File: src/rtl/hazard_pkg.sv
// Shared types and encodings for the pipeline hazard controller.
package hazard_pkg;

  typedef enum logic [1:0] {
    INIT     = 2'd0,
    RUN      = 2'd1,
    MEM_WAIT = 2'd2
  } state_t;

  localparam logic [1:0] FWD_NONE        = 2'b00;
  localparam logic [1:0] FWD_W           = 2'b01;
  localparam logic [1:0] FWD_M           = 2'b10;
  localparam logic [1:0] RESULT_SRC_LOAD = 2'b01;

endpackage

File: src/rtl/hazard_ctrl_forward_sel.sv
// Forwarding select for one E-stage ALU operand; M has priority over W.
module forward_sel
  import hazard_pkg::*;
(
  input  logic [4:0] RsE,
  input  logic [4:0] RdM,
  input  logic [4:0] RdW,
  input  logic       RegWriteM,
  input  logic       RegWriteW,
  output logic [1:0] Forward
);

  always_comb begin
    Forward = FWD_NONE;
    if (RegWriteM && (RdM != 5'd0) && (RdM == RsE)) begin
      Forward = FWD_M;
    end else if (RegWriteW && (RdW != 5'd0) && (RdW == RsE)) begin
      Forward = FWD_W;
    end
  end

endmodule

File: src/rtl/hazard_ctrl.sv
// Pipeline hazard controller: reset flush, load-use interlock, memory waits with timeout.
// Optional performance counters are built when HAZARD_PERF_EN is defined.
module hazard_ctrl
  import hazard_pkg::*;
#(
  parameter int RESET_FLUSH_CYCLES = 2,
  parameter int MEM_TIMEOUT        = 255,
  parameter int TMO_W              = 8
) (
  input  logic        clk,
  input  logic        reset,
  input  logic [4:0]  Rs1D,
  input  logic [4:0]  Rs2D,
  input  logic [4:0]  Rs1E,
  input  logic [4:0]  Rs2E,
  input  logic [4:0]  RdE,
  input  logic [4:0]  RdM,
  input  logic [4:0]  RdW,
  input  logic        RegWriteM,
  input  logic        RegWriteW,
  input  logic [1:0]  ResultSrcE,
  input  logic        PCSrcE,
  input  logic        MemAccessM,
  input  logic        MemReadyM,
  output logic        StallF,
  output logic        StallD,
  output logic        StallE,
  output logic        StallM,
  output logic        FlushD,
  output logic        FlushE,
  output logic        FlushW,
  output logic [1:0]  ForwardAE,
  output logic [1:0]  ForwardBE,
  output logic        MemFault,
  output logic [31:0] LoadUseCnt,
  output logic [31:0] MemWaitCnt,
  output logic [31:0] BranchFlushCnt
);

  localparam int               INIT_W  = $clog2(RESET_FLUSH_CYCLES + 1);
  localparam logic [INIT_W-1:0] INIT_LD = INIT_W'(RESET_FLUSH_CYCLES);
  localparam logic [TMO_W-1:0]  TMO_LIM = TMO_W'(MEM_TIMEOUT);
  localparam bit                TMO_EN  = (MEM_TIMEOUT != 0);

  state_t            state_q, state_d;
  logic [INIT_W-1:0] initCnt_q, initCnt_d;
  logic [TMO_W-1:0]  waitCnt_q, waitCnt_d;
  logic              memFault_q, memFault_d;
  logic              loadUse;
  logic [1:0]        fwdA, fwdB;

  assign loadUse = (ResultSrcE == RESULT_SRC_LOAD) && (RdE != 5'd0) &&
                   ((RdE == Rs1D) || (RdE == Rs2D));

  always_ff @(posedge clk or posedge reset) begin
    if (reset) begin
      state_q    <= INIT;
      initCnt_q  <= INIT_LD;
      waitCnt_q  <= '0;
      memFault_q <= 1'b0;
    end else begin
      state_q    <= state_d;
      initCnt_q  <= initCnt_d;
      waitCnt_q  <= waitCnt_d;
      memFault_q <= memFault_d;
    end
  end

  always_comb begin
    state_d    = state_q;
    initCnt_d  = initCnt_q;
    waitCnt_d  = waitCnt_q;
    memFault_d = memFault_q;
    StallF     = 1'b0;
    StallD     = 1'b0;
    StallE     = 1'b0;
    StallM     = 1'b0;
    FlushD     = 1'b0;
    FlushE     = 1'b0;
    FlushW     = 1'b0;
    case (state_q)
      INIT: begin
        FlushD    = 1'b1;
        FlushE    = 1'b1;
        initCnt_d = initCnt_q - 1'b1;
        if (initCnt_q == INIT_W'(1)) state_d = RUN;
      end
      RUN: begin
        if (MemAccessM && !MemReadyM) begin
          {StallF, StallD, StallE, StallM} = 4'b1111;
          FlushW    = 1'b1;
          state_d   = MEM_WAIT;
          waitCnt_d = TMO_W'(1);
        end else if (PCSrcE) begin
          FlushD = 1'b1;
          FlushE = 1'b1;
        end else if (loadUse) begin
          StallF = 1'b1;
          StallD = 1'b1;
          FlushE = 1'b1;
        end
      end
      MEM_WAIT: begin
        // A branch sitting in E is held here and resolves once the wait ends.
        if (MemReadyM) begin
          state_d   = RUN;
          waitCnt_d = '0;
        end else if (TMO_EN && (waitCnt_q == TMO_LIM)) begin
          memFault_d = 1'b1;
          FlushW     = 1'b1;
          state_d    = RUN;
          waitCnt_d  = '0;
        end else begin
          {StallF, StallD, StallE, StallM} = 4'b1111;
          FlushW    = 1'b1;
          waitCnt_d = waitCnt_q + 1'b1;
        end
      end
      default: state_d = INIT;
    endcase
  end

  forward_sel u_fwdA (
    .RsE(Rs1E), .RdM(RdM), .RdW(RdW),
    .RegWriteM(RegWriteM), .RegWriteW(RegWriteW), .Forward(fwdA)
  );

  forward_sel u_fwdB (
    .RsE(Rs2E), .RdM(RdM), .RdW(RdW),
    .RegWriteM(RegWriteM), .RegWriteW(RegWriteW), .Forward(fwdB)
  );

  assign ForwardAE = reset ? FWD_NONE : fwdA;
  assign ForwardBE = reset ? FWD_NONE : fwdB;
  assign MemFault  = memFault_q;

`ifdef HAZARD_PERF_EN
  logic [31:0] luCnt_q, mwCnt_q, brCnt_q;
  logic        luEv, mwEv, brEv;

  // Events are decoded from the control outputs so they match exactly what the pipeline saw.
  assign luEv = (state_q == RUN) && StallD && !StallE;
  assign mwEv = StallM;
  assign brEv = (state_q == RUN) && FlushD && !StallD;

  always_ff @(posedge clk or posedge reset) begin
    if (reset) begin
      luCnt_q <= '0;
      mwCnt_q <= '0;
      brCnt_q <= '0;
    end else begin
      if (luEv && (luCnt_q != '1)) luCnt_q <= luCnt_q + 32'd1;
      if (mwEv && (mwCnt_q != '1)) mwCnt_q <= mwCnt_q + 32'd1;
      if (brEv && (brCnt_q != '1)) brCnt_q <= brCnt_q + 32'd1;
    end
  end

  assign LoadUseCnt     = luCnt_q;
  assign MemWaitCnt     = mwCnt_q;
  assign BranchFlushCnt = brCnt_q;
`else
  assign LoadUseCnt     = '0;
  assign MemWaitCnt     = '0;
  assign BranchFlushCnt = '0;
`endif

endmodule
File: config.mk
export PLATFORM = sky130hd
export DESIGN_NAME = hazard_ctrl
export DESIGN_NICKNAME = d
export VERILOG_FILES = /design/src/rtl/hazard_pkg.sv /design/src/rtl/hazard_ctrl_forward_sel.sv /design/src/rtl/hazard_ctrl.sv
export SDC_FILE = /design/constraint.sdc
export NUM_CORES = 1
export LEC_CHECK = 0
export ABC_AREA = 1
export CAP_MARGIN = 0
export CORE_MARGIN = 2
export CORE_UTILIZATION = 32
export CTS_CLUSTER_DIAMETER = 80
export CTS_CLUSTER_SIZE = 30
export DETAILED_ROUTE_END_ITERATION = 12
export GPL_ROUTABILITY_DRIVEN = 0
export HOLD_SLACK_MARGIN = 0.1
export PLACE_DENSITY = 0.79
export SETUP_SLACK_MARGIN = 0.5
export SLEW_MARGIN = 20
export SYNTH_ARGS = -nofsm -noshare
export SYNTH_HDL_FRONTEND = slang
export SYNTH_SLANG_ARGS = --single-unit
File: constraint.sdc
create_clock -name clk -period 1.6 [get_ports clk]
set_clock_uncertainty 0.2 [all_clocks]
set_input_delay 0.32 -clock clk [delete_from_list [all_inputs] [get_ports clk]]
set_output_delay 0.32 -clock clk [all_outputs]
set_load 0.05 [all_outputs]
* Word-level counts from Yosys, hierarchy flattened
Index checks and enable logic that the tools add are counted.
Word-level totals: bits in registers 13, input port bits 44, output and inout bits 108, logic and storage cells 71
Cells by class: add/sub/neg operators 2, equality and inequality tests 14, multiplexer cells 31, bitwise operators 1, reduce and logical (&&, ||, !) cells 19
Operators with widths (number):
- == test 5 bit | 6
- 2-to-1 mux 8 bit | 3
- 2-to-1 mux 2 bit | 8
- case mux 8 bit (2 select lines) | 1
- nonzero test 5 bit | 3
- 2-to-1 mux 1 bit | 13
- case mux 1 bit (2 select lines) | 5
- logical AND 1 bit | 9
- adder 8 x 1 -> 8 bit (second input constant) | 1
- == test 8 bit (second input constant) | 1
- == test 2 x 1 -> 1 bit (second input constant) | 3
- case mux 2 bit (3 select lines) | 1
- AND reduction 3 bit | 2
- inequality test 2 bit (second input constant) | 2
- inequality test 3 bit (second input constant) | 1
- == test 2 bit (second input constant) | 1
- zero test 2 bit | 1
- AND reduction 2 bit | 1
- nonzero test 2 bit | 1
- subtractor 2 x 1 -> 2 bit (second input constant) | 1
- zero test 1 bit | 1
- logical OR 1 bit | 1
- NOT 1 bit | 1

* Depth between registers and ports, before layout
Gate-level depths: netlist (run 1).
word-level depth 7, gate-level depth with buffers 9, depth with buffers taken out 9

* Modules after synthesis
From an unflattened synthesis (run 1), not the netlist that was laid out.
Second synthesis, totals: cells, all modules 350, area, all modules 2223.4 um^2
By module, submodules not included:
- hazard_ctrl | instances 1, cells each 250, area an instance 1795.5 um^2, sequential area each 326.6 um^2
- forward_sel | instances 2, cells each 50, area an instance 214.0 um^2, sequential area each 0.0 um^2

* Worst setup path after synthesis (run 1)
No wires, ideal clock.
kind input port to output port, start input RdM[2], end output ForwardAE[1], data arrival time 2.039 ns, data required time 1.080 ns, slack -0.959 ns, cell stages on the path 4, buffers on the path 0, cells stage by stage nor2_1 -> nand3_1 -> nand2_1 -> nor4_1
On the way: word-level cells in the longest chain between the ends 5, elaborated cells between the ends (all ways) 6, those cells by class eq/ne (1); mux (2); reduce/logical (3)
RTL lines:
- from (decl) | line hazard_ctrl.sv:17 | input logic [4:0] RdM,
- nonzero test 5 bit | line hazard_ctrl_forward_sel.sv:15 | if (RegWriteM && (RdM != 5'd0) && (RdM == RsE)) begin
- logical AND 1 bit | line hazard_ctrl_forward_sel.sv:15
- logical AND 1 bit (*) | line hazard_ctrl_forward_sel.sv:15
- 2-to-1 mux 2 bit (*) | line hazard_ctrl_forward_sel.sv:15
- 2-to-1 mux 2 bit (*) | line hazard_ctrl.sv:133 | assign ForwardAE = reset ? FWD_NONE : fwdA;
- to (decl) | line hazard_ctrl.sv:32 | output logic [1:0] ForwardAE,
Mark *: on every way between the ends. The rest lies on a longest branch, timed or not.

* Worst setup path in the final report (run 1)
start register waitCnt_q[1], end output StallM
On the way: word-level cells in the longest chain between the ends 4
RTL lines:
- from (decl) | line hazard_ctrl.sv:47 | logic [TMO_W-1:0] waitCnt_q, waitCnt_d;
- from (signal assigned) | line hazard_ctrl.sv:64 | waitCnt_q <= waitCnt_d;
- == test 8 bit | line hazard_ctrl.sv:108 | end else if (TMO_EN && (waitCnt_q == TMO_LIM)) begin
- 2-to-1 mux 1 bit | line hazard_ctrl.sv:108
- 2-to-1 mux 1 bit | line hazard_ctrl.sv:105 | if (MemReadyM) begin
- case mux 1 bit (2 select lines) | line hazard_ctrl.sv:81 | case (state_q)
- to (decl) | line hazard_ctrl.sv:28 | output logic StallM,
Every way passes these cells.

==> out/qor.csv, run 1 <==
stage,metric,value,unit
outcome,status,finished with violations,
outcome,violations,"design-rule violations, negative setup slack",
synthesis,syn_area,2150,sq um
critical_path,crit_required,1080,ps
synthesis,synthDistinctLibCells,31,
pwr,finalPower,3.87,mW
worst_hold_path,hold_path.class,in2async,
clock_network,cts_tree,built,
clock_network,clkTransAtPathRegs,60,ps
layout,final_layout_size_suffix_gt1_share,44.5,%
synthesis,synth_fa_ha_area_share,3.50,%
placement,dpl.hpwl,4040,um
synthesis,synth_top_cells_by_area,"buf_4, dfrtp_1, xnor2_1",
synthesis,synth_warnings,0,
route,vias_per_cell,3.92,
global_route,grtUsageTotal,13.0,%
timing,finalMaxSlewViolations,0,
layout,antenna_cells,0,
synthesis,ys_seq_area_share,15.2,%
timing,min_period,2170,ps
critical_path,slowest_delay,360,ps
route,drt-initial-drc-count,39,
placement,dp.cells,463,
timing,hold_viol,0,
synthesis,synth_top_family_by_area,buffers and inverters,
placement,dp_slack,-673,ps
layout,mostFrequentLayoutCell,conb_1,
global_route,grt_max_degree,14,
synthesis,synth_xor_area_share,9.80,%
critical_path,path_max_fanout,2,
clock_network,worstSkewPairLatency,250,ps
placement,numPortBuffers,55,
critical_path,r2r.worst_path.cells,10,
route,avgRoutedWirePerCell,11.0,um
timing,fin_crit_sh,135,%
floorplan,dieWidth,85.9,um
synthesis,yosysTopAreaCell,buf_4,
clock_network,cts.sinks,13,
layout,fillers,527,
clock_network,cts_max_level,1,
floorplan,die-area,7380,sq um
global_route,antenna_found_initial,0,
layout,layout_common_cells,"conb_1, nand2_1, buf_4",
critical_path,r2r-end,state_q[0]$_DFFE_PP0P_,
route,drc_errors,5,
route,final_antenna_net_count,0,
timing,rsz0062_at_grt,yes,
clock_network,numCtsBuffers,3,
pwr,cellLeakagePower,1.84,nW
route,dr.pass1.iters,10,
global_route,grt_pass1_wl,7800,um
layout,areaGrowthSynthToFinish,63.6,%
synthesis,postSynthCellCount,306,
timing,final-setup-viol-count,19,
floorplan,fp-row-count,29,
critical_path,ff2ff_setup_slack,-80,ps
flow_run,cap_violations,0,
layout,finalNonFillerCells,477,
synthesis,synth_compound_area_share,4.49,%
critical_path,cp-end-kind,primary output,
critical_path,regToRegStartpoint,waitCnt_q[1]$_DFFE_PP0P_,
critical_path,crit_type,reg2out,
global_route,grt_overflow,0,
global_route,grt_pass1_vias,1743,
critical_path,worstPathArrival,1650,ps
timing,setup_slack,-567,ps
critical_path,critPathSlowestCell,dfrtp_1,
floorplan,initial_utilization,33.4,%
floorplan,coreArea,6420,sq um
synthesis,synth.ff_latch_count,13,
pwr,power_density,1100,nW/um^2
placement,placed_cell_area,2910,sq um
floorplan,io_pins,152,
pwr,vdd_drop_max,662,uV
clock_network,clock_path_buffers,2,
synthesis,synthSimpleGateAreaFrac,26.1,%
timing,max_freq,0.462,GHz
layout,design_area,3510,sq um
critical_path,crit_path_start_kind,flip-flop,
floorplan,fp.dieH,85.9,um
layout,fin_util,54.7,%
route,num_vias,1872,
critical_path,critical_path.cell_chain,ha_2 -> nand2_2 -> nor2_4 -> nand4_4 -> nand2_4 -> nand2_4 -> nand2_4 -> clkinvlp_4 -> buf_12,
layout,nets,451,
synthesis,avgSynthCellArea,7.01,sq um
synthesis,yosysTopAreaCellShare,34.3,%
route,drt-total-wl,5260,um
clock_network,cts-root-buf,clkbuf_8,
synthesis,synth_mux_area_share,0,%
critical_path,crit_top_cell,nand2_4,
[how the worst max path moves through the flow]
stage / cells past startpoint / to / slack (ps) / start
floorplan: 9 / StallM / -500 / waitCnt_q[0]$_DFFE_PP0P_
finish: 9 / StallM / -570 / waitCnt_q[1]$_DFFE_PP0P_
global placement: 6 / ForwardAE[0] / -650 / RdM[3]
global route: 9 / StallE / -630 / waitCnt_q[0]$_DFFE_PP0P_
detailed placement: 6 / ForwardAE[0] / -670 / RdM[2]
CTS: 9 / StallE / -580 / waitCnt_q[0]$_DFFE_PP0P_
[per-layer routing]
metal	share of wire [%]	global-route usage [%]	vias up
met5	0	0	-
met4	1.8	4.04	0
met3	4.1	2.21	10
met2	60	26.0	71
met1	34	13.4	851
li1	-	-	940
[logic make-up (layout without fill, tap and decap cells)]
family | after synthesis | in the layout
buffers and inverters | 135 | 133
AND/OR/NAND/NOR | 112 | 113
XOR/XNOR | 24 | 24
AO/OA/AOI/OAI | 15 | 15
flip-flops | 13 | 13
adder cells (fa/ha/maj) | 6 | 6
other | 1 | 96
[sequential cells by signal, summed over array words and instances, names as in the netlist]
name / cells
MemFault: 1
initCnt_q: 2
waitCnt_q: 8
state_q: 2
[power breakdown]
group	total [mW]	leakage, nW	internal [mW]	switching (mW)
sequential	0.495	0.166	0.424	0.0713
clock	0.298	0.0228	0.176	0.122
combinational	3.08	1.65	1.28	1.80
[critical path, delay by kind of cell, from the launching register on]
kind                       cells  cell delay (ps)
DFF                            1              360
adders and majority gates      1              200
buffers and inverters          2              310
and+or+nand+nor                6              530
[metrics by stage]
stage          setup TNS [ps]  hold WS (ps)
2_1_floorplan           -2990         -67.8
3_3_place_gp            -8160           278
3_5_place_dp            -8890           285
4_1_cts                 -4450          91.9
5_1_grt                 -5480           102
6_report                -4290          89.0
[layout make-up]
cell class	instances	area, sq um	share of cell area [%]
multi-input cells	254	1850	52.7
inverters	37	166	4.74
well taps	77	96.3	2.74
repair buffers	92	1020	29.1
clock buffers	4	45.0	1.28
flip-flops and latches	13	329	9.37
[synthesized netlist by cell type (all sizes together)]
cell type / instances
nand3b: 1
dfstp: 1
o21bai: 2
a31oi: 1
o21ai: 9
buf: 98
dfrtp: 12
xor2: 4
and3: 2
xnor2: 20
nand2: 54
nor4: 2
or2: 1
nand4: 4
nor2: 31
inv: 37
nor3: 4
nand3: 13
ha: 6
conb: 1
a21oi: 3
[what timing repair did]
item	CTS	global route
buffers inserted	3	6
endpoints found under the setup margin	25	25
resized for setup	153	76
cloned	1	0
pin swaps	34	43
endpoints found under the hold margin	12	7
Note: power is estimated with default switching activity, not from simulation.
==> inputs of run 2 (changes only) <==
--- a/config.mk
+++ b/config.mk
@@ -13,6 +13,7 @@
 export CTS_CLUSTER_SIZE = 30
 export DETAILED_ROUTE_END_ITERATION = 12
 export GPL_ROUTABILITY_DRIVEN = 0
+export GPL_TIMING_DRIVEN = 0
 export HOLD_SLACK_MARGIN = 0.1
 export PLACE_DENSITY = 0.79
 export SETUP_SLACK_MARGIN = 0.5
==> out/qor.csv, run 2 (synthesis gave the netlist of run 1 again) <==
stage,metric,value,unit,change
pwr,vdd_drop_max,442,uV,was 662 uV
route,final_antenna_net_count,0,,unchanged
critical_path,path_delay_family,simple AND/OR/NAND/NOR gates,,unchanged
timing,max_freq,0.452,GHz,was 0.462 GHz
critical_path,ff2ff_setup_slack,-210,ps,was -80 ps
worst_hold_path,hold_path.class,in2async,,unchanged
critical_path,critPathSlowestCell,dfrtp_1,,unchanged
critical_path,slowest_delay,370,ps,was 360 ps
layout,layout_common_cells,"buf_4, conb_1, nand2_1",,"was conb_1, nand2_1, buf_4"
floorplan,fp.dieH,85.9,um,unchanged
layout,areaGrowthSynthToFinish,81.0,%,was 63.6%
critical_path,critical_path.cell_chain,ha_2 -> nand2_2 -> nor2_4 -> nand4_4 -> nand2_4 -> nand2_4 -> nand2_4 -> clkinvlp_4 -> buf_8 -> buf_8,,was ha_2 -> nand2_2 -> nor2_4 -> nand4_4 -> nand2_4 -> nand2_4 -> nand2_4 -> clkinvlp_4 -> buf_12
clock_network,clkTransAtPathRegs,60,ps,about the same
timing,final-setup-viol-count,20,,was 19
route,dr.pass1.iters,10,,unchanged
global_route,antenna_found_initial,0,,unchanged
pwr,finalPower,3.68,mW,was 3.87 mW
clock_network,cts_max_level,1,,unchanged
route,avgRoutedWirePerCell,9.98,um,was 11.0 um
critical_path,worstPathArrival,1690,ps,was 1650 ps
layout,top_regs,"waitCnt_q (8), initCnt_q (2), state_q (2)",,unchanged
flow_run,cap_violations,0,,unchanged
clock_network,worstSkewPairLatency,240,ps,was 250 ps
route,vias_per_cell,3.73,,was 3.92
placement,dpl.hpwl,4330,um,was 4040 um
placement,dp.cells,533,,was 463
global_route,grt_pass1_wl,8490,um,was 7800 um
critical_path,path_max_fanout,3,,was 2
timing,finalMaxSlewViolations,0,,unchanged
clock_network,numCtsBuffers,3,,unchanged
timing,tns,-5280,ps,was -4290 ps
layout,nets,533,,was 451
pwr,power_density,949,nW/um^2,was 1100 nW/um^2
layout,antenna_cells,0,,unchanged
clock_network,cts-root-buf,clkbuf_8,,unchanged
layout,fin_util,60.5,%,was 54.7%
critical_path,crit_top_cell,nand2_4,,unchanged
timing,min_period,2210,ps,was 2170 ps
outcome,status,finished with violations,,unchanged
timing,timing.hold.ws,78.7,ps,was 89.0 ps
route,drt-initial-drc-count,69,,was 39
layout,regMostFlops,waitCnt_q,,unchanged
timing,setup_slack,-613,ps,was -567 ps
floorplan,dieWidth,85.9,um,unchanged
layout,final_layout_size_suffix_gt1_share,51.9,%,was 44.5%
route,drc_errors,2,,was 5
clock_network,clock_path_buffers,2,,unchanged
placement,numPortBuffers,55,,unchanged
critical_path,crit_required,1080,ps,about the same
floorplan,io_pins,152,,unchanged
route,drt-total-wl,5580,um,was 5260 um
route,num_vias,2087,,was 1872
layout,mostFrequentLayoutCell,buf_4,,was conb_1
layout,largest_register_ffs,8,,unchanged
outcome,violations,"design-rule violations, negative setup slack",,unchanged
layout,finalNonFillerCells,559,,was 477
global_route,grt_max_degree,14,,unchanged
global_route,grtUsageTotal,14.1,%,was 13.0%
floorplan,fp-row-count,29,,unchanged
pwr,cellLeakagePower,2.24,nW,was 1.84 nW
floorplan,die-area,7380,sq um,unchanged
clock_network,cts_tree,built,,unchanged
global_route,grt_overflow,0,,unchanged
layout,fillers,528,,was 527
critical_path,crit_path_start_kind,flip-flop,,unchanged
timing,rsz0062_at_grt,yes,,unchanged
timing,hold_viol,0,,unchanged
timing,fin_crit_sh,138,%,was 135%
critical_path,crit_type,reg2out,,unchanged
critical_path,path_buf_inv,3,,was 2
floorplan,coreArea,6420,sq um,unchanged
floorplan,initial_utilization,33.4,%,unchanged
clock_network,cts.sinks,13,,unchanged
critical_path,cp-end-kind,primary output,,unchanged
global_route,grt_pass1_vias,1979,,was 1743
[run 2: final timing paths]
kind	endpoint	cells after the start	start
max in group asynchronous	initCnt_q[1]$_DFFE_PP1P_	3	reset
min in group clk	initCnt_q[0]$_DFFE_PP0P_	1	initCnt_q[0]$_DFFE_PP0P_
setup reg to reg	waitCnt_q[6]$_DFFE_PP0P_	11	state_q[1]$_DFFE_PP0P_
hold reg to reg	initCnt_q[0]$_DFFE_PP0P_	1	initCnt_q[0]$_DFFE_PP0P_
setup / recovery	StallM	10	waitCnt_q[1]$_DFFE_PP0P_
hold / removal	waitCnt_q[4]$_DFFE_PP0P_	3	reset
[run 2: tightest hold or removal path, delay by kind of cell]
family / cells / cell delay, ps
buffers and inverters: 3 / 560
[run 2: power breakdown]
| group | switching, mW | leakage (nW) | internal (mW) |
|---|---|---|---|
| clock | 0.124 | 0.0255 | 0.172 |
| combinational | 1.70 | 2.05 | 1.18 |
| sequential | 0.0854 | 0.165 | 0.426 |
| total | 1.91 | 2.24 | 1.77 |
[run 2: stage by stage]
stage	worst slack, ps	cell area (sq um)
6_report	-613	3880
5_1_grt	-695	3880
4_1_cts	-651	3730
3_5_place_dp	-1330	3340
3_3_place_gp	-1300	3340
2_1_floorplan	-504	2700
[run 2: what timing repair did]
item | in CTS | in global routing
setup endpoints to repair | 25 | 25
endpoints found under the hold margin | 12 | 0
gates resized for setup | 248 | 38
setup buffers | 16 | 6
pin swaps | 47 | 27
cloned | 0 | 0
[run 2: final cells by class]
type                       count  area [sq um]  area share (%)
tap                           77          96.3            2.48
buffer                        98           747            19.2
inverter                      37           164            4.22
clock inverter                 1          5.00           0.129
multi-input combinational    253          1680            43.2
clock buffer                   3          41.3            1.06
timing repair buffer          77           823            21.2
sequential                    13           330            8.51
[run 2: routing by layer]
| metal | GRT usage, % | wire length [um] |
|---|---|---|
| met2 | 29.3 | 3350 |
| met4 | 4.18 | 87 |
| met5 | 0 | 0 |
| met1 | 13.8 | 1820 |
| met3 | 2.31 | 328 |
==> inputs of run 3 (changes only) <==
--- a/config.mk
+++ b/config.mk
@@ -7,7 +7,6 @@
 export LEC_CHECK = 0
 export ABC_AREA = 1
 export CAP_MARGIN = 0
-export CORE_MARGIN = 2
 export CORE_UTILIZATION = 32
 export CTS_CLUSTER_DIAMETER = 80
 export CTS_CLUSTER_SIZE = 30
==> out/qor.csv, run 3 (synthesis gave the netlist of run 1 again) <==
stage,metric,value,unit,change
outcome,status,finished with violations,,unchanged
outcome,violations,"design-rule violations, negative setup slack",,unchanged
pwr,power_density,951,nW/um^2,was 949 nW/um^2
global_route,grtUsageTotal,14.3,%,was 14.1%
layout,top_regs,"waitCnt_q (8), initCnt_q (2), state_q (2)",,unchanged
placement,placed_cell_area,3340,sq um,unchanged
route,drc_errors,18,,was 2
layout,regMostFlops,waitCnt_q,,unchanged
route,final_antenna_net_count,0,,unchanged
global_route,grt_pass1_wl,8250,um,was 8490 um
layout,final_layout_size_suffix_gt1_share,52.5,%,was 51.9%
worst_hold_path,hold_path.class,in2async,,unchanged
clock_network,clock_path_buffers,2,,unchanged
layout,layout_common_cells,"buf_4, conb_1, nand2_1",,unchanged
clock_network,numCtsBuffers,3,,unchanged
clock_network,worstSkewPairLatency,260,ps,was 240 ps
layout,nets,533,,unchanged
global_route,grt_max_degree,14,,unchanged
clock_network,cts_tree,built,,unchanged
floorplan,dieWidth,83.9,um,was 85.9 um
floorplan,fp-row-count,29,,unchanged
critical_path,cp-end-kind,primary output,,unchanged
clock_network,clkTransAtPathRegs,60,ps,about the same
global_route,antenna_found_initial,0,,unchanged
flow_run,cap_violations,0,,unchanged
route,drt-total-wl,5760,um,was 5580 um
route,vias_per_cell,3.74,,was 3.73
floorplan,io_pins,152,,unchanged
route,drt-initial-drc-count,88,,was 69
placement,numPortBuffers,55,,unchanged
timing,timing.hold.ws,58.0,ps,was 78.7 ps
timing,hold_viol,0,,unchanged
timing,min_period,2210,ps,about the same
layout,mostFrequentLayoutCell,buf_4,,unchanged
timing,finalMaxSlewViolations,0,,unchanged
layout,multiInputGateArea,1800,sq um,was 1680 sq um
clock_network,cts.sinks,13,,unchanged
floorplan,initial_utilization,33.4,%,unchanged
critical_path,startpoint,waitCnt_q[1]$_DFFE_PP0P_,,unchanged
route,num_vias,2093,,was 2087
layout,largest_register_ffs,8,,unchanged
timing,final-setup-viol-count,21,,was 20
timing,fin_crit_sh,138,%,about the same
clock_network,cts-root-buf,clkbuf_8,,unchanged
global_route,grt_overflow,0,,unchanged
pwr,cellLeakagePower,2.24,nW,about the same
route,dr.pass1.iters,8,,was 10
route,avgRoutedWirePerCell,10.3,um,was 9.98 um
critical_path,crit_required,1080,ps,about the same
floorplan,fp.dieH,83.9,um,was 85.9 um
critical_path,worstPathArrival,1690,ps,about the same
floorplan,coreArea,6420,sq um,unchanged
critical_path,crit_path_start_kind,flip-flop,,unchanged
layout,design_area,4020,sq um,was 3880 sq um
placement,dpl.hpwl,4170,um,was 4330 um
timing,setup_slack,-605,ps,was -613 ps
floorplan,die-area,7040,sq um,was 7380 sq um
global_route,grt_pass1_vias,1867,,was 1979
layout,fin_util,62.6,%,was 60.5%
layout,seqCellArea,330,sq um,unchanged
layout,antenna_cells,0,,unchanged
critical_path,regToRegStartpoint,state_q[0]$_DFFE_PP0P_,,was state_q[1]$_DFFE_PP0P_
critical_path,path_max_fanout,3,,unchanged
layout,areaGrowthSynthToFinish,87.2,%,was 81.0%
pwr,vdd_drop_max,560,uV,was 442 uV
timing,rsz0062_at_grt,yes,,unchanged
critical_path,crit_type,reg2out,,unchanged
clock_network,cts_max_level,1,,unchanged
layout,fillers,509,,was 528
timing,max_freq,0.453,GHz,was 0.452 GHz
==> run 3: cell types whose count changed in the layout (fill, tap and decap cells not counted), sizes merged <==
cell           delta
clkdlybuf4s50     +5
dlymetal6s2s      -5
clkinv            -1
inv               +1
==> run 3: final timing paths <==
| check | slack, ps | endpoint | depth (start not counted) |
|---|---|---|---|
| min in group clk | 320 | initCnt_q[0]$_DFFE_PP0P_ | 1 |
| max in group asynchronous | 910 | initCnt_q[1]$_DFFE_PP1P_ | 3 |
| setup / recovery | -610 | StallM | 10 |
| setup reg to reg | -220 | waitCnt_q[7]$_DFFE_PP0P_ | 11 |
| hold reg to reg | 320 | initCnt_q[0]$_DFFE_PP0P_ | 1 |
| hold / removal | 60 | waitCnt_q[3]$_DFFE_PP0P_ | 3 |
==> run 3: metrics by stage <==
| step | power (mW) | setup slack, ps | std cells | setup TNS (ps) |
|---|---|---|---|---|
| floorplan | 2.36 | -504 | 401 | -2990 |
| global placement | 2.75 | -1290 | 533 | -14690 |
| detailed placement | 2.80 | -1280 | 533 | -15190 |
| CTS | 3.49 | -657 | 552 | -4380 |
| global route | 4.04 | -693 | 559 | -6530 |
| finish | 3.82 | -605 | 559 | -5010 |
==> run 3: power by group <==
| group | switching [mW] | internal (mW) |
|---|---|---|
| clock | 0.139 | 0.173 |
| sequential | 0.0987 | 0.425 |
| combinational | 1.74 | 1.24 |
==> run 3: cell type report <==
| cell class | count | share of cell area [%] |
|---|---|---|
| clock inverter | 1 | 0.125 |
| multi-input combinational | 253 | 44.8 |
| inverter | 37 | 4.20 |
| buffer | 98 | 18.6 |
| tap | 77 | 2.40 |
| clock buffer | 3 | 1.03 |
| timing repair buffer | 77 | 20.7 |
| sequential | 13 | 8.22 |
==> run 3: critical path: stages, from the launching register on <==
cell and delay, ps:
dfrtp_1 400, ha_4 170, nand2_4 50, nor2_4 130, nand4_4 110, nand2_4 90
nand2_2 60, nand2_4 70, clkinvlp_4 90, buf_8 120, buf_6 140
==> run 3: routing by layer <==
metal  GRT usage (%)  vias to the layer above  wire length (um)
met5               0                        -                 0
met4            4.39                        0                94
met3            1.38                        9               264
met2            29.4                       72              3490
met1            14.7                      914              1920
li1                -                     1098                 -
==> run 3: what timing repair did <==
action                                  4_1_cts  5_1_grt
resized for setup                           239       64
buffers inserted                             15        7
endpoints found under the hold margin        12       12
pin swaps                                    44       28
endpoints found under the setup margin       25       25
